--- config.mk ---
export PLATFORM = sky130hd
export DESIGN_NAME = ps2_host_tx
export DESIGN_NICKNAME = d
export VERILOG_FILES = /design/src/rtl/ps2_host_tx.sv
export SDC_FILE = /design/constraint.sdc
export NUM_CORES = 1
export LEC_CHECK = 0
export ABC_AREA = 1
export CAP_MARGIN = 20
export CORE_UTILIZATION = 64
export DETAILED_ROUTE_END_ITERATION = 10
export GPL_ROUTABILITY_DRIVEN = 0
export PLACE_DENSITY = 0.94
export SLEW_MARGIN = 20
export SYNTH_ARGS = -nofsm -noshare
export SYNTH_HDL_FRONTEND = slang
export SYNTH_SLANG_ARGS = --single-unit
--- constraint.sdc ---
create_clock -name clk_50MHz -period 4.4 [get_ports clk_50MHz]
set_input_delay 1.1 -clock clk_50MHz [delete_from_list [all_inputs] [get_ports clk_50MHz]]
set_output_delay 1.1 -clock clk_50MHz [all_outputs]
set_load 0.02 [all_outputs]
--- src/rtl/ps2_host_tx.sv ---
// PS/2 host-to-device transmitter: inhibits the bus, requests to send, then
// shifts one byte plus odd parity out on device-generated clock falls.
module ps2_host_tx #(
    parameter int INHIBIT_CYCLES = 5000,
    parameter int SETUP_CYCLES   = 250,
    parameter int TIMEOUT_CYCLES = 750000
) (
    input  logic       clk_50MHz,
    input  logic       rst,
    input  logic [7:0] tx_data,
    input  logic       tx_valid,
    output logic       tx_ready,
    input  logic       ps2_clk_in,
    input  logic       ps2_data_in,
    output logic       ps2_clk_oe,
    output logic       ps2_data_oe,
    output logic       busy,
    output logic       tx_done,
    output logic       tx_err
);

    localparam int MAX_A = (INHIBIT_CYCLES > SETUP_CYCLES) ? INHIBIT_CYCLES : SETUP_CYCLES;
    localparam int MAX_C = (MAX_A > TIMEOUT_CYCLES) ? MAX_A : TIMEOUT_CYCLES;
    localparam int CW    = (MAX_C > 1) ? $clog2(MAX_C) : 1;

    localparam logic [CW-1:0] INH_LAST = CW'(INHIBIT_CYCLES - 1);
    localparam logic [CW-1:0] SET_LAST = CW'(SETUP_CYCLES - 1);
    localparam logic [CW-1:0] TO_LAST  = CW'(TIMEOUT_CYCLES - 1);

    typedef enum logic [2:0] {
        S_IDLE,
        S_INHIBIT,
        S_REQ,
        S_XFER,
        S_WAIT_IDLE,
        S_DONE,
        S_ERR
    } state_t;

    state_t        state_q, state_d;
    logic [CW-1:0] cnt_q, cnt_d;
    logic [3:0]    edge_cnt_q, edge_cnt_d;
    logic [7:0]    byte_q, byte_d;
    logic          par_q, par_d;
    logic          clk_s1_q, clk_s2_q, clk_prev_q;
    logic          dat_s1_q, dat_s2_q;
    logic          clk_oe_q, clk_oe_d;
    logic          data_oe_q, data_oe_d;
    logic          ready_q, ready_d;
    logic          done_q, done_d;
    logic          err_q, err_d;
    logic          fall;
    logic [3:0]    bit_idx;

    // Synchronisers idle high so the first cycles after reset never show a fall.
    always_ff @(posedge clk_50MHz or posedge rst) begin
        if (rst) begin
            clk_s1_q   <= 1'b1;
            clk_s2_q   <= 1'b1;
            clk_prev_q <= 1'b1;
            dat_s1_q   <= 1'b1;
            dat_s2_q   <= 1'b1;
        end else begin
            clk_s1_q   <= ps2_clk_in;
            clk_s2_q   <= clk_s1_q;
            clk_prev_q <= clk_s2_q;
            dat_s1_q   <= ps2_data_in;
            dat_s2_q   <= dat_s1_q;
        end
    end

    assign fall = clk_prev_q & ~clk_s2_q;

    always_ff @(posedge clk_50MHz or posedge rst) begin
        if (rst) begin
            state_q    <= S_IDLE;
            cnt_q      <= '0;
            edge_cnt_q <= '0;
            byte_q     <= '0;
            par_q      <= 1'b0;
            clk_oe_q   <= 1'b0;
            data_oe_q  <= 1'b0;
            ready_q    <= 1'b1;
            done_q     <= 1'b0;
            err_q      <= 1'b0;
        end else begin
            state_q    <= state_d;
            cnt_q      <= cnt_d;
            edge_cnt_q <= edge_cnt_d;
            byte_q     <= byte_d;
            par_q      <= par_d;
            clk_oe_q   <= clk_oe_d;
            data_oe_q  <= data_oe_d;
            ready_q    <= ready_d;
            done_q     <= done_d;
            err_q      <= err_d;
        end
    end

    always_comb begin
        state_d    = state_q;
        cnt_d      = cnt_q + 1'b1;
        edge_cnt_d = edge_cnt_q;
        byte_d     = byte_q;
        par_d      = par_q;

        case (state_q)
            S_IDLE: begin
                cnt_d      = '0;
                edge_cnt_d = '0;
                if (tx_valid) begin
                    byte_d  = tx_data;
                    par_d   = ~^tx_data;
                    state_d = S_INHIBIT;
                end
            end
            S_INHIBIT: begin
                if (cnt_q == INH_LAST) begin
                    cnt_d   = '0;
                    state_d = S_REQ;
                end
            end
            S_REQ: begin
                if (cnt_q == SET_LAST) begin
                    cnt_d      = '0;
                    edge_cnt_d = '0;
                    state_d    = S_XFER;
                end
            end
            S_XFER: begin
                // Timeout wins over a fall landing in the same cycle.
                if (cnt_q == TO_LAST) begin
                    state_d = S_ERR;
                end else if (fall) begin
                    edge_cnt_d = edge_cnt_q + 4'd1;
                    if (edge_cnt_q == 4'd10) begin
                        state_d = dat_s2_q ? S_ERR : S_WAIT_IDLE;
                    end
                end
            end
            S_WAIT_IDLE: begin
                if (cnt_q == TO_LAST) begin
                    state_d = S_ERR;
                end else if (clk_s2_q && dat_s2_q) begin
                    state_d = S_DONE;
                end
            end
            S_DONE, S_ERR: begin
                cnt_d   = '0;
                state_d = S_IDLE;
            end
            default: begin
                cnt_d   = '0;
                state_d = S_IDLE;
            end
        endcase
    end

    // Outputs are registered from the next state so the pins never glitch on decode.
    always_comb begin
        bit_idx   = edge_cnt_d - 4'd1;
        clk_oe_d  = (state_d == S_INHIBIT) || (state_d == S_REQ);
        data_oe_d = 1'b0;
        if (state_d == S_REQ) begin
            data_oe_d = 1'b1;
        end else if (state_d == S_XFER) begin
            if (state_q != S_XFER) begin
                data_oe_d = 1'b1;
            end else if (fall) begin
                if (edge_cnt_d >= 4'd1 && edge_cnt_d <= 4'd8) begin
                    data_oe_d = ~byte_q[bit_idx[2:0]];
                end else if (edge_cnt_d == 4'd9) begin
                    data_oe_d = ~par_q;
                end else begin
                    data_oe_d = 1'b0;
                end
            end else begin
                data_oe_d = data_oe_q;
            end
        end
        ready_d = (state_d == S_IDLE);
        done_d  = (state_d == S_DONE);
        err_d   = (state_d == S_ERR);
    end

    assign tx_ready    = ready_q;
    assign busy        = ~ready_q;
    assign ps2_clk_oe  = clk_oe_q;
    assign ps2_data_oe = data_oe_q;
    assign tx_done     = done_q;
    assign tx_err      = err_q;

endmodule

==> flow_metrics.env, run 1 <==
export IMPL_status="finished, final reports clean"
export IMPL_antenna_found_initial=0
export IMPL_netlist_area_um2=2839
export IMPL_start_util=0.6899
export IMPL_syn_nets=377
export IMPL_post_drt_via_cell_ratio=5.766
export IMPL_crit_type="reg2reg"
export IMPL_p_per_area_nw_per_um2=250.3
export IMPL_ir_drop_mv=0.2381
export IMPL_vias=2491
export IMPL_port_buffers=18
export IMPL_min_period_ns=2.720
export IMPL_cp_arrival_ns=2.93
export IMPL_ys_async_sr_fraction=1.000
export IMPL_grt_max_degree=47
export IMPL_wl_per_cell_um=14.85
export IMPL_synthAdderAreaFrac=0.03085
export IMPL_crit_end="ps2_data_oe"
export IMPL_area_growth_pct=12.52
export IMPL_instances_no_fill=432
export IMPL_cp_max_fo=4
export IMPL_timing_final_crit_share=0.6181
export IMPL_grtUsageTotal=0.3172
export IMPL_r2r_slack_ns=1.68
export IMPL_tightest_slew_ns=0.7482
export IMPL_crit_chain="ha_1 -> nand3_2 -> nor4_2 -> nor2_1 -> nand2_1 -> o211ai_1 -> o21ai_0 -> inv_1 -> ha_1 -> nand3b_1 -> nand2_1 -> nand3b_1 -> nand3_1 -> nand2_1 -> a21oi_2"
export IMPL_p_leak_nw=1.463
export IMPL_cts_max_path_buffers=2
export IMPL_path_common_cell="nand2_1"
export IMPL_ios=19
export IMPL_max_slew_margin_rel=0.5007
export IMPL_drive_gt1_frac=0.1623
export IMPL_dr_pass1_iters=5
export IMPL_clk_latency_ns=0.31
export IMPL_wirelength_um=6415
export IMPL_r2r_start="cnt_q[0]"
export IMPL_yosysSeqAreaShare=0.4081
export IMPL_synthMuxAreaShare=0
export IMPL_slowest_stage="dfrtp_1"
export IMPL_synth_simple_gate_area_frac=0.3614
export IMPL_finish_net_count=401
export IMPL_clk_pin_slew_worst_paths_ns=0.10
export IMPL_min_delay_start="clk_s1_q"
export IMPL_crit_path_max_incr_delay_ns=0.40
export IMPL_cts_hold_buf=0
export IMPL_hpwl_um=4751
export IMPL_fmax_ghz=0.3677
export IMPL_slew_violations=0
export IMPL_die_x_um=68.60
export IMPL_synthXorXnorAreaFrac=0.04628
export IMPL_avgSynthCellArea_um2=7.952
export IMPL_cp_end_kind="register"
export IMPL_setup_viol_count_final=0
export IMPL_r2r_end="ps2_data_oe"
export IMPL_core_um2=4115
export IMPL_synth_warning_count=0
export IMPL_dieArea_um2=4706
export IMPL_setup_tns_ns=0
export IMPL_fin_util=0.7762
export IMPL_r2r_cells=15
export IMPL_cts_tree="done"
export IMPL_netlist_instances=357
export IMPL_hp_class="reg2reg"
export IMPL_post_cts_buffers=0
export IMPL_synth_compound_area_frac=0.06875
export IMPL_cts_made_buffers=5
export IMPL_synthDistinctLibCells=39
export IMPL_dp_cells=424
export IMPL_grt_pass1_vias=2422
export IMPL_ant_nets=0
export IMPL_yosys_most_used_dff="dfrtp_1"
export IMPL_cts_resized=0
export IMPL_synth_top_family_by_area="simple AND/OR/NAND/NOR gates"
export IMPL_rows=23
export IMPL_die_y_um=68.60
export IMPL_synth_edf_count=0
export IMPL_drt_initial_drc_count=209
export IMPL_maxCapViolations=0
export IMPL_synth_seq_cells=46
export IMPL_worst_setup_path_start_kind="register"
export IMPL_skew_ns=0.008698
export IMPL_rsz0062_at_grt="false"
export IMPL_power_w=0.0007995
export IMPL_hold_violations=0
export IMPL_cts_htree_levels=2
export IMPL_num_fill_cells=251
export IMPL_grt_overflow_total=0
export IMPL_cts_root_buf="clkbuf_8"
export IMPL_critPathLaunch="cnt_q[0]"
export IMPL_drc=0
export IMPL_grt_pass1_wl_um=10780
export IMPL_diodes=0
export IMPL_cts_sinks=46
export IMPL_cp_required_ns=4.61
[how the worst min path moves through the flow]
stage | endpoint | slack [ns] | cells past startpoint
after detailed placement | clk_s2_q | 0.35 | 0
after floorplan | clk_s2_q | 0.35 | 0
after CTS | clk_s2_q | 0.36 | 0
after global placement | clk_s2_q | 0.35 | 0
final | clk_s2_q | 0.36 | 0
after global routing | clk_s2_q | 0.36 | 0
[worst max-delay path: cells and delay by family (launching register included)]
family | cells | cell delay [ns]
DFF | 1 | 0.40
and+or+nand+nor | 9 | 1.28
AOI/OAI and AO/OA | 3 | 0.29
buffers and inverters | 1 | 0.14
adders and majority gates | 2 | 0.50
[synthesized netlist by cell type (7+ instances only)]
master | number | area share
o21ai_0 | 15 | 0.026
nor2_1 | 41 | 0.054
dfrtp_1 | 40 | 0.35
nor2_2 | 12 | 0.026
nand3_1 | 27 | 0.048
nand2_2 | 7 | 0.015
ha_1 | 7 | 0.031
xnor2_1 | 7 | 0.022
xor2_1 | 8 | 0.025
nand2_1 | 66 | 0.087
nand4_1 | 11 | 0.024
inv_1 | 54 | 0.071
[cell usage in the layout, fill, tap and decap left out, types with 2 or more instances in the layout]
cell             synthesis  layout
a211oi_1                 2       2
a21oi_1                  4       4
clkbuf_8                 0       5
clkdlybuf4s50_1          0      18
clkinv_1                 1       2
dfrtp_1                 40      40
dfstp_2                  6       6
ha_1                     7       7
inv_1                   54      53
inv_2                    6       6
inv_6                    0       2
nand2_1                 66      66
nand2_2                  7       7
nand2_4                  3       3
nand3_1                 27      27
nand3_2                  3       3
nand3_4                  4       4
nand3b_1                 3       3
nand4_1                 11      11
nor2_1                  41      41
nor2_2                  12      12
nor2_4                   4       4
nor3_1                   6       6
nor3b_1                  3       3
o211ai_1                 2       2
o21ai_0                 15      15
o21ai_1                  2       2
xnor2_1                  7       7
xor2_1                   8       8
[logic make-up (layout without fill, tap and decap cells)]
logic type      after synthesis  after routing
buf+inv                      63             88
fa+ha+maj                     7              7
xor+xnor                     15             15
flops                        46             46
simple gates                195            195
compound gates               31             31
[state kept, by name, summed over array words and instances (netlist names), 3 cells and up]
name	flops
cnt_q	20
byte_q	8
edge_cnt_q	4
state_q	3
[report_power, final]
part	internal [W]	leakage [nW]	switching [W]
Combinational	0.0000188	0.849	0.0000209
Clock	0.000173	0.0591	0.000159
Sequential	0.000427	0.555	0.00000118
Total	0.000619	1.46	0.000181
[through the flow]
step	hold slack, ns	instance area, µm²	setup slack, ns
detailed placement	0.3469	3078	1.625
CTS	0.3604	3194	1.729
floorplan	0.3452	2839	2.148
finish	0.3600	3194	1.680
global route	0.3628	3194	1.485
global placement	0.3454	3078	1.704
[routing by layer]
layer  global-route usage  up-vias  part of all wire
li1                     -     1188                 -
met1               0.4011     1192              0.43
met2               0.5404       94              0.50
met3              0.07072       17             0.056
met4              0.09375        0             0.019
met5                    0        -                 0
[cell type report]
| type | count | area (µm²) | area share |
|---|---|---|---|
| inverters | 61 | 229.0 | 0.07168 |
| well taps | 50 | 62.56 | 0.01958 |
| flip-flops and latches | 46 | 1159 | 0.3627 |
| multi-input cells | 248 | 1440 | 0.4508 |
| clock buffers | 5 | 68.82 | 0.02154 |
| repair buffers | 19 | 187.7 | 0.05875 |
| clock inverters | 3 | 47.55 | 0.01488 |
Note: power is estimated with default switching activity, not from simulation.
==> run 2, diff against run 1 <==
--- a/config.mk
+++ b/config.mk
@@ -7,10 +7,10 @@
 export LEC_CHECK = 0
 export ABC_AREA = 1
 export CAP_MARGIN = 20
-export CORE_UTILIZATION = 64
+export CORE_UTILIZATION = 53
 export DETAILED_ROUTE_END_ITERATION = 10
 export GPL_ROUTABILITY_DRIVEN = 0
-export PLACE_DENSITY = 0.94
+export PLACE_DENSITY = 0.85
 export SLEW_MARGIN = 20
 export SYNTH_ARGS = -nofsm -noshare
 export SYNTH_HDL_FRONTEND = slang
==> constraint.sdc (replaced) <==
create_clock -name clk_50MHz -period 2.2 [get_ports clk_50MHz]
set_input_delay 0.55 -clock clk_50MHz [delete_from_list [all_inputs] [get_ports clk_50MHz]]
set_output_delay 0.55 -clock clk_50MHz [all_outputs]
set_load 0.02 [all_outputs]
==> run 2 against run 1 <==
  * The run now ends with setup timing left
  * Clock skew is 0.0018 ns higher
  * Die area grew 20%
  * Clock power rose by 57%
  * Core utilization shrank 7.5 points
  * Count of clock-buffer cells in the layout did not move
  * Flip-flop and latch count unchanged
  * Largest cell class unchanged
  * Worst hold slack better by 0.0012 ns
  * Highest routed layer unchanged
  * First-iteration DRC count down 25%
  * Critical path depth stayed put
==> flow_metrics.env, run 2 (synthesis results as in run 1) <==
export IMPL_status="finished, violations left"
export IMPL_violations="setup timing"
export IMPL_pre_cts_slack_ns=-0.2335
export IMPL_cp_required_ns=2.44
export IMPL_worst_setup_path_start_kind="register"
export IMPL_setup_viol_count_final=1
export IMPL_grt_pass1_wl_um=10180
export IMPL_cts_sinks=46
export IMPL_maxCapViolations=0
export IMPL_hold_violations=0
export IMPL_drc=0
export IMPL_wl_per_cell_um=13.71
export IMPL_ir_drop_mv=0.3215
export IMPL_top_regs="cnt_q: 20 flops, byte_q: 8 flops, edge_cnt_q: 4 flops"
export IMPL_fin_area_um2=3606
export IMPL_start_util=0.5523
export IMPL_fin_util=0.7016
export IMPL_dr_pass1_iters=5
export IMPL_hp_class="reg2reg"
export IMPL_core_um2=5140
export IMPL_power_w=0.001463
export IMPL_dieArea_um2=5654
export IMPL_die_x_um=75.19
export IMPL_fin_ws_ns=-0.3837
export IMPL_hpwl_um=4890
export IMPL_worst_path_stages=15
export IMPL_clk_pin_slew_worst_paths_ns=0.09
export IMPL_cp_top_family="simple AND/OR/NAND/NOR gates"
export IMPL_max_slew_margin_rel=0.6254
export IMPL_drive_gt1_frac=0.2763
export IMPL_diodes=0
export IMPL_wirelength_um=6812
export IMPL_min_path_cells=0
export IMPL_instances_no_fill=497
export IMPL_r2r_slack_ns=-0.38
export IMPL_die_y_um=75.19
export IMPL_ant_nets=0
export IMPL_grt_pass1_vias=2306
export IMPL_rsz0062_at_grt="true"
export IMPL_cp_arrival_ns=2.82
export IMPL_antenna_found_initial=0
export IMPL_finish_net_count=446
export IMPL_tightest_slew_ns=0.5611
export IMPL_cts_max_path_buffers=2
export IMPL_timing_final_crit_share=1.174
export IMPL_rows=26
export IMPL_skew_ns=0.01046
export IMPL_p_leak_nw=1.710
export IMPL_hold_end="dat_s2_q"
export IMPL_layout_common_cells="nand2_1, inv_1, buf_4, dfrtp_1, nor2_1"
export IMPL_p_per_area_nw_per_um2=405.7
export IMPL_slew_violations=0
export IMPL_crit_chain="nor2_4 -> nand4_1 -> nor4_4 -> nor2_2 -> o211ai_1 -> o21ai_2 -> inv_2 -> buf_4 -> ha_1 -> inv_1 -> nand3_1 -> nand3_1 -> nor2_1 -> nand2_1 -> a21oi_2"
export IMPL_grt_max_degree=27
export IMPL_r2r_end="ps2_data_oe"
export IMPL_crit_path_max_incr_delay_ns=0.42
export IMPL_path_common_cell="nand3_1"
export IMPL_regMostFlops="cnt_q"
export IMPL_r2r_cells=15
export IMPL_crit_type="reg2reg"
export IMPL_ios=19
export IMPL_min_delay_start="dat_s1_q"
export IMPL_cts_htree_levels=2
export IMPL_post_drt_via_cell_ratio=5.270
export IMPL_layout_commonest_cell="nand2_1"
export IMPL_cts_tree="done"
export IMPL_min_period_ns=2.584
export IMPL_slowest_stage="dfrtp_1"
export IMPL_drt_initial_drc_count=156
export IMPL_area_growth_pct=27.02
export IMPL_largest_reg_flops=20
export IMPL_cts_root_buf="clkbuf_8"
export IMPL_r2r_start="cnt_q[4]"
export IMPL_port_buffers=18
export IMPL_dp_cells=480
export IMPL_cp_max_fo=3
export IMPL_cp_end_kind="register"
export IMPL_fmax_ghz=0.3870
export IMPL_cts_made_buffers=5
export IMPL_path_buf_inv=3
export IMPL_grt_overflow_total=0
export IMPL_place_area_um2=3393
export IMPL_grtUsageTotal=0.2408
export IMPL_clk_latency_ns=0.30
export IMPL_vias=2619
==> run 2: cell count changes in the layout (fill, tap and decap cells not counted), sizes merged <==
| cell | before | now |
|---|---|---|
| buf | 1 | 46 |
| inv | 61 | 60 |
| clkinv | 2 | 3 |
| clkinvlp | 0 | 1 |
| bufinv | 1 | 0 |
==> run 2: how the worst max path moves through the flow <==
stage	start	endpoint	slack, ns
detailed placement	cnt_q[0]	ps2_data_oe	-0.23
CTS	cnt_q[0]	ps2_data_oe	-0.15
global route	cnt_q[8]	ps2_data_oe	-0.51
finish	cnt_q[4]	ps2_data_oe	-0.38
floorplan	cnt_q[17]	ps2_data_oe	-0.02
global placement	cnt_q[18]	ps2_data_oe	-0.04
==> run 2: metal layers <==
layer / vias to the layer above / part of all wire / GRT usage
met3: 16 / 0.041 / 0.04552
met2: 86 / 0.52 / 0.4014
met4: 0 / 0.020 / 0.08848
met5: - / 0 / 0
met1: 1238 / 0.42 / 0.3133
li1: 1279 / - / -
==> run 2: layout make-up <==
cell class                 instances  area, µm²
tap                               70      87.58
clock buffer                       5      68.82
fill                             397       1534
inverter                          61      229.0
multi-input combinational        248       1503
timing repair buffer              64      538.0
clock inverter                     3      21.27
sequential                        46       1159
==> run 2: report_power, final <==
part	total, W	switching, W	internal, W
logic	0.0000851	0.0000427	0.0000424
clock network	0.000522	0.000299	0.000223
registers	0.000856	0.00000263	0.000853
==> run 2: worst reg2reg max path: cells and delay by family, from the launching register on <==
family	cells	cell delay, ns
buffers and inverters	3	0.30
and+or+nand+nor	8	1.18
adders and majority gates	1	0.15
AOI/OAI and AO/OA	3	0.47
DFF	1	0.42
==> run 2: metrics by stage <==
step / hold WS, ns / setup TNS [ns]
2_1_floorplan: 0.3452 / -0.02368
3_3_place_gp: 0.3470 / -0.04056
3_5_place_dp: 0.3484 / -0.2335
4_1_cts: 0.3618 / -0.1482
5_1_grt: 0.3638 / -0.6117
6_report: 0.3613 / -0.3837
==> run 2: what timing repair did <==
action / CTS / global route
hold buffers: 0 / 0
hold endpoints to repair: 0 / 0
setup endpoints to repair: 1 / 2
pin swaps: 2 / 10
buffers inserted: 4 / 5
gates resized for setup: 3 / 10
==> run 3, diff against run 2 <==
--- a/config.mk
+++ b/config.mk
@@ -6,7 +6,6 @@
 export NUM_CORES = 1
 export LEC_CHECK = 0
 export ABC_AREA = 1
-export CAP_MARGIN = 20
 export CORE_UTILIZATION = 53
 export DETAILED_ROUTE_END_ITERATION = 10
 export GPL_ROUTABILITY_DRIVEN = 0
==> results of run 3 <==
No change in the layout: final DEF, timing and power equal those of run 2.
